==> config.mk <==
export PLATFORM = sky130hd
export DESIGN_NAME = regfile_write_arbiter
export DESIGN_NICKNAME = d
export VERILOG_FILES = /design/src/rtl/regfile_write_arbiter.sv
export SDC_FILE = /design/constraint.sdc
export NUM_CORES = 1
export LEC_CHECK = 0
export CORE_UTILIZATION = 28
export CTS_CLUSTER_SIZE = 28
export DETAILED_ROUTE_END_ITERATION = 8
export PLACE_DENSITY_LB_ADDON = 0.05
export SLEW_MARGIN = 20
export SYNTH_ARGS = -nofsm -noshare
export SYNTH_HDL_FRONTEND = slang
export SYNTH_SLANG_ARGS = --single-unit
export TNS_END_PERCENT = 1
==> constraint.sdc <==
create_clock -name clk -period 3.5 [get_ports clk]
set_input_delay 0.7 -clock clk [delete_from_list [all_inputs] [get_ports clk]]
set_output_delay 0.7 -clock clk [all_outputs]
set_load 0.05 [all_outputs]
==> src/rtl/regfile_write_arbiter.sv <==
// regfile_write_arbiter: round-robin arbiter merging two buffered register-file write requesters onto one write path
module regfile_write_arbiter #(
  parameter int DATA_W = 8,
  parameter int CNT_W  = 8
) (
  input  logic              clk,
  input  logic              reset,
  input  logic              a_valid,
  output logic              a_ready,
  input  logic              a_bank,
  input  logic [2:0]        a_idx,
  input  logic [DATA_W-1:0] a_data,
  input  logic              b_valid,
  output logic              b_ready,
  input  logic              b_bank,
  input  logic [2:0]        b_idx,
  input  logic [DATA_W-1:0] b_data,
  output logic              wr_en,
  output logic              wr_swap,
  output logic [2:0]        wr_sel,
  output logic [DATA_W-1:0] wr_data,
  output logic              wr_src,
  output logic [CNT_W-1:0]  coll_cnt,
  input  logic              coll_clr
);
  logic              a_full, b_full, a_bank_q, b_bank_q, last;
  logic [2:0]        a_idx_q, b_idx_q;
  logic [DATA_W-1:0] a_data_q, b_data_q;
  logic              a_grant, b_grant, a_acc, b_acc, coll;
  always_comb begin
    a_grant = a_full && (!b_full || last);
    b_grant = b_full && (!a_full || !last);
    a_ready = !a_full || a_grant;
    b_ready = !b_full || b_grant;
    a_acc   = a_valid && a_ready;
    b_acc   = b_valid && b_ready;
    coll    = a_full && b_full && ({a_bank_q, a_idx_q} == {b_bank_q, b_idx_q});
  end
  always_ff @(posedge clk) begin
    if (reset) begin
      a_full   <= 1'b0;
      b_full   <= 1'b0;
      a_bank_q <= 1'b0;
      b_bank_q <= 1'b0;
      a_idx_q  <= '0;
      b_idx_q  <= '0;
      a_data_q <= '0;
      b_data_q <= '0;
      last     <= 1'b1;
      wr_en    <= 1'b0;
      wr_swap  <= 1'b0;
      wr_sel   <= '0;
      wr_data  <= '0;
      wr_src   <= 1'b0;
      coll_cnt <= '0;
    end else begin
      a_full <= a_acc ? 1'b1 : (a_grant ? 1'b0 : a_full);
      b_full <= b_acc ? 1'b1 : (b_grant ? 1'b0 : b_full);
      if (a_acc) begin
        a_bank_q <= a_bank;
        a_idx_q  <= a_idx;
        a_data_q <= a_data;
      end
      if (b_acc) begin
        b_bank_q <= b_bank;
        b_idx_q  <= b_idx;
        b_data_q <= b_data;
      end
      wr_en <= a_grant || b_grant;
      if (a_grant) begin
        wr_swap <= a_bank_q;
        wr_sel  <= a_idx_q;
        wr_data <= a_data_q;
        wr_src  <= 1'b0;
        last    <= 1'b0;
      end else if (b_grant) begin
        wr_swap <= b_bank_q;
        wr_sel  <= b_idx_q;
        wr_data <= b_data_q;
        wr_src  <= 1'b1;
        last    <= 1'b1;
      end
      coll_cnt <= coll_clr ? '0 : ((coll && coll_cnt != '1) ? coll_cnt + 1'b1 : coll_cnt);
    end
  end
endmodule

# --- After elaboration in Yosys (flattened, before gate mapping) ---
# Index checks and enable logic that the tools add are counted.
# Widths: inputs -> output; s select.
classes:
  n_addsub: 1
  eq_ne: 2
  n_mux: 12
  reduce_logical: 20
op_table:
  columns: ["cell", "count"]
  rows:
  - ["$mux 8", 2]
  - ["$add 8x1->8 const B", 1]
  - ["$mux 1", 8]
  - ["$ne 8x8->1 const B", 1]
  - ["$logic_and 1x1->1", 7]
  - ["$mux 3", 2]
  - ["$reduce_bool 2->1", 3]
  - ["$logic_or 1x1->1", 5]
  - ["$eq 4x4->1", 1]
  - ["$reduce_or 2->1", 2]
  - ["$logic_not 1->1", 3]
word_totals:
  regBits: 49
  out_inout_bits: 24

# --- Depth between registers and ports, before layout ---
depth:
  depth_word: 6
  mapped_depth: 6

# --- Worst setup path after synthesis ---
# Ideal clock, no wire load.
synth_path:
  path_kind: "register to register"
  startpoint: "register coll_cnt[0]"
  endpoint: "register coll_cnt[5]"
  setup_time_ps: 70
  t_arrival_ps: 2036
  path_slack_ps: 1394
  stages_incl_launch_ff: 7
  n_path_buf: 1
  cell_sequence: "dfxtp_1 > ha_1 > and4_1 > a211o_1 > buf_6 > or4_1 > a21oi_1"
synth_between:
  elab_chain_len: 2
  word_cells_on_any_way: 3
  cone_classes: "1 x add/sub; 1 x eq/ne; 1 x reduce/logical"
synth_lines:
  columns: ["element", "line_no", "rtl"]
  rows:
  - ["start: declaration", "23", "output logic [CNT_W-1:0] coll_cnt,"]
  - ["start signal: assignment", "83", "coll_cnt <= coll_clr ? '0 : ((coll && coll_cnt != '1) ? coll_cnt + 1'b1 : coll_cnt);"]
  - ["parallel branches: the longest is 2 deep, another holds $add 8x1->8", null, null]
# Parallel ways; which one is timed is not known.
# A chain may end at the register's enable or synchronous reset.

# --- Worst setup path in the final report ---
layout_path:
  startpoint: "register a_full"
  endpoint: "output a_ready"
layout_between:
  elab_chain_len: 2
  word_cells_on_any_way: 3
  cone_classes: "3 x reduce/logical"
layout_lines:
  columns: ["element", "line_no", "rtl"]
  rows:
  - ["start: declaration", "26", "logic a_full, b_full, a_bank_q, b_bank_q, last;"]
  - ["start signal: assignment", "57", "a_full <= a_acc ? 1'b1 : (a_grant ? 1'b0 : a_full);"]
  - ["$logic_not 1->1 / $logic_and 1x1->1 (equally long branches)", "33, 31", null]
  - ["$logic_or 1x1->1 (*)", "33", "a_ready = !a_full || a_grant;"]
  - ["end: declaration", "9", "output logic a_ready,"]
# Every way passes the cells marked *; elsewhere a longest branch is shown, timed or not.

==> reports/qor.yml <==
status: "finished, final reports clean"
tritoncts.num_buffers: 5
cts_max_path_buffers: 2
globalplace.congestion: 0.739
first_global_vias: 1642
number_of_failing_hold_endpoints_at_the_final_stage: 0
row_cnt: 30
worstPathArrival_ns: 1.91
antenna_found_initial: 0
cts_post_setup_buffers_inserted: 0
initial_utilization_pct: 29.3
clkLatencyLatePin_ns: 0.30
setup_viol: 0
critical_path.max_fanout: 15
drt_pass1_iterations: 4
floorplan.die.width_um: 86.8
ff2ff_path_depth: 5
final.setup.tns_ns: 0
mappedNetlistNets: 282
slew_headroom_pct: 43.9
clk_pin_slew_worst_paths_ns: 0.10
post_cts_resize_count: 0
max-vdd-ir-drop_uv: 125
cts.sink_count: 49
setup.worst_path.start_class: "flop"
gr-usage-met1_pct: 23.8
synth.lib_cells_used.distinct: 35
finalWorstPathRequiredPeriod_ns: 2.61
vias_per_cell: 4.74
synthesis.instances: 252
finalMaxSlewViolations: 0
fin_nets: 327
die_area_mm2: 0.00754
cts_root_buffer: "sky130_fd_sc_hd__clkbuf_8"
critical_setup_path_class: "reg -> out"
use_met3_pct: 3.90
grt_most_used_layer: "met1"
wire_per_inst_um: 13.5
num_vias: 1866
synth_sequential_area_ratio_pct: 48.7
drt.antenna.violating_nets: 0
required_ns: 2.80
h-tree-depth: 2
rsz0062_at_grt: "no"
top_level_ports: 53
drv.max_cap_violation_count: 0
worst-slew-pin-transition_ns: 0.836
highest_count_cells_in_the_layout_ignoring_fill_and_taps: "sky130_fd_sc_hd__clkdlybuf4s50_1, sky130_fd_sc_hd__dfxtp_1, sky130_fd_sc_hd__nor2_1"
hpwl_dp_um: 3650
dp_worst_setup_slack_ns: 1.20
layout_setup_ws_ns: 0.887
end_kind: "primary output"
synth_warn: 0
holdCritPathClass: "reg -> reg"
postSynthAreaPerCell_um2: 8.00
tritoncts: "yes"
drt_first_iter_violations: 106
groute.usage.overall_pct: 14.9
area.growth.synth_to_final_pct: 34.8
worstHoldPathCells: 2
post-route-cell-area_mm2: 0.00272
postPlaceCellArea_mm2: 0.00261
placed_cells: 386
final_common_cell: "sky130_fd_sc_hd__clkdlybuf4s50_1"
max_fclk_ghz: 0.383
floorplan.core_area_mm2: 0.00687
antenna_cells_inserted: 0
synth.cell_area_mm2: 0.00202
die_h_um: 86.8
drive_gt1_share_pct: 5.03
drc: 0
post_route_fraction_of_the_period_consumed_by_the_critical_path_pct: 74.7
pin_count_of_the_biggest_net_entering_global_routing: 44
use_met2_pct: 18.7
final.hold.worst_slack_ns: 0.465
globalRoute.totalOverflow: 0
timing.clock.skew_ns: 0.0142
p_leak_nw: 1.00
yosys_register_bits: 49
grt_pass1_wl_um: 8590
power.density_cell_area_mw_per_mm2: 451
wirelength_um: 5320
stdcell_count: 394
placement.io_buffers: 52
cts_hold_repair.buffers: 0
cell families (layout without fill, tap and decap cells):
group,after synthesis,after routing,share of synthesized area [%]
compound gates,47,47,12.9
buf+inv,21,67,4.34
fa+ha+maj,1,1,0.621
flops,49,49,48.7
simple gates,127,127,30.2
mux,3,3,1.49
xor+xnor,4,4,1.74
state kept, by name, indices dropped and copies added (netlist names), 3 cells and up:
| name | count |
|---|---|
| wr_data | 8 |
| a_data_q | 8 |
| a_idx_q | 3 |
| b_idx_q | 3 |
| coll_cnt | 8 |
| wr_sel | 3 |
| b_data_q | 8 |
routing by layer:
| layer | routed length [um] | up-vias |
|---|---|---|
| met5 | 0 | - |
| met4 | 31 | 0 |
| met3 | 271 | 2 |
| met2 | 2090 | 42 |
| met1 | 2920 | 855 |
| li1 | - | 967 |
synthesized netlist by cell type:
library cell / count / area (um^2)
sky130_fd_sc_hd__ha_1: 1 / 12.5
sky130_fd_sc_hd__a31oi_1: 1 / 6.26
sky130_fd_sc_hd__or2_2: 2 / 12.5
sky130_fd_sc_hd__nor4_1: 9 / 56.3
sky130_fd_sc_hd__nand2_2: 1 / 6.26
sky130_fd_sc_hd__a2111oi_0: 2 / 17.5
sky130_fd_sc_hd__a211oi_1: 1 / 7.51
sky130_fd_sc_hd__a211o_1: 1 / 8.76
sky130_fd_sc_hd__o21ai_0: 4 / 20.0
sky130_fd_sc_hd__clkbuf_1: 14 / 52.6
sky130_fd_sc_hd__nor3_1: 2 / 10.0
sky130_fd_sc_hd__and3_1: 2 / 12.5
sky130_fd_sc_hd__o31ai_1: 4 / 30.0
sky130_fd_sc_hd__a21oi_1: 33 / 165
sky130_fd_sc_hd__or4_1: 4 / 30.0
sky130_fd_sc_hd__o21ai_1: 1 / 5.00
sky130_fd_sc_hd__nand2b_1: 2 / 12.5
sky130_fd_sc_hd__nand2_1: 29 / 109
sky130_fd_sc_hd__inv_1: 4 / 15.0
sky130_fd_sc_hd__nor2b_1: 2 / 12.5
sky130_fd_sc_hd__nor3b_1: 1 / 7.51
sky130_fd_sc_hd__and4_1: 1 / 8.76
sky130_fd_sc_hd__buf_2: 1 / 5.00
sky130_fd_sc_hd__mux2i_1: 3 / 30.0
sky130_fd_sc_hd__and3_2: 2 / 15.0
sky130_fd_sc_hd__buf_1: 1 / 3.75
sky130_fd_sc_hd__nor2_1: 34 / 128
sky130_fd_sc_hd__nand3b_1: 2 / 15.0
sky130_fd_sc_hd__buf_6: 1 / 11.3
sky130_fd_sc_hd__nand4_1: 1 / 6.26
sky130_fd_sc_hd__xnor2_1: 3 / 26.3
sky130_fd_sc_hd__or3_1: 2 / 12.5
sky130_fd_sc_hd__nand3_1: 31 / 155
sky130_fd_sc_hd__dfxtp_1: 49 / 981
sky130_fd_sc_hd__xor2_1: 1 / 8.76
critical path, cell delays in order (launching register included):
cell and delay [ns]:
sky130_fd_sc_hd__dfxtp_1 0.43, sky130_fd_sc_hd__nand3b_1 0.14, sky130_fd_sc_hd__buf_4 0.21, sky130_fd_sc_hd__clkdlybuf4s50_1 0.83
area by class of cell:
cell class	count	area, um^2
repair buffers	55	543
clock buffers	6	72.6
inverters	4	15.0
fillers	700	4150
multi-input cells	182	947
flip-flops and latches	49	981
well taps	96	120
clock inverters	2	38.8
power breakdown:
part / total, W / switching, W / internal (W) / leakage, nW
Sequential: 0.000612 / 0.0000237 / 0.000589 / 0.403
Clock: 0.000409 / 0.000194 / 0.000215 / 0.0554
Combinational: 0.000204 / 0.000122 / 0.0000821 / 0.543
path summary, 6_finish.rpt:
| kind | from | end | slack, ns |
|---|---|---|---|
| hold / removal | a_data_q[7]$_SDFFE_PP0P_ | a_data_q[7]$_SDFFE_PP0P_ | 0.46 |
| setup reg to reg | coll_cnt[0]$_SDFFE_PP0P_ | coll_cnt[4]$_SDFFE_PP0P_ | 1.53 |
| setup / recovery | a_full$_SDFFE_PP0P_ | a_ready | 0.89 |
| hold reg to reg | a_data_q[7]$_SDFFE_PP0P_ | a_data_q[7]$_SDFFE_PP0P_ | 0.46 |
through the flow:
| stage | util [%] | power, W |
|---|---|---|
| 6_report | 39.6 | 0.00123 |
| 3_5_place_dp | 37.9 | 0.000831 |
| 2_1_floorplan | - | 0.000747 |
| 3_3_place_gp | 37.9 | 0.000831 |
| 4_1_cts | 39.6 | 0.00124 |
| 5_1_grt | 39.6 | 0.00129 |
Note: power is estimated with default switching activity, not from simulation.
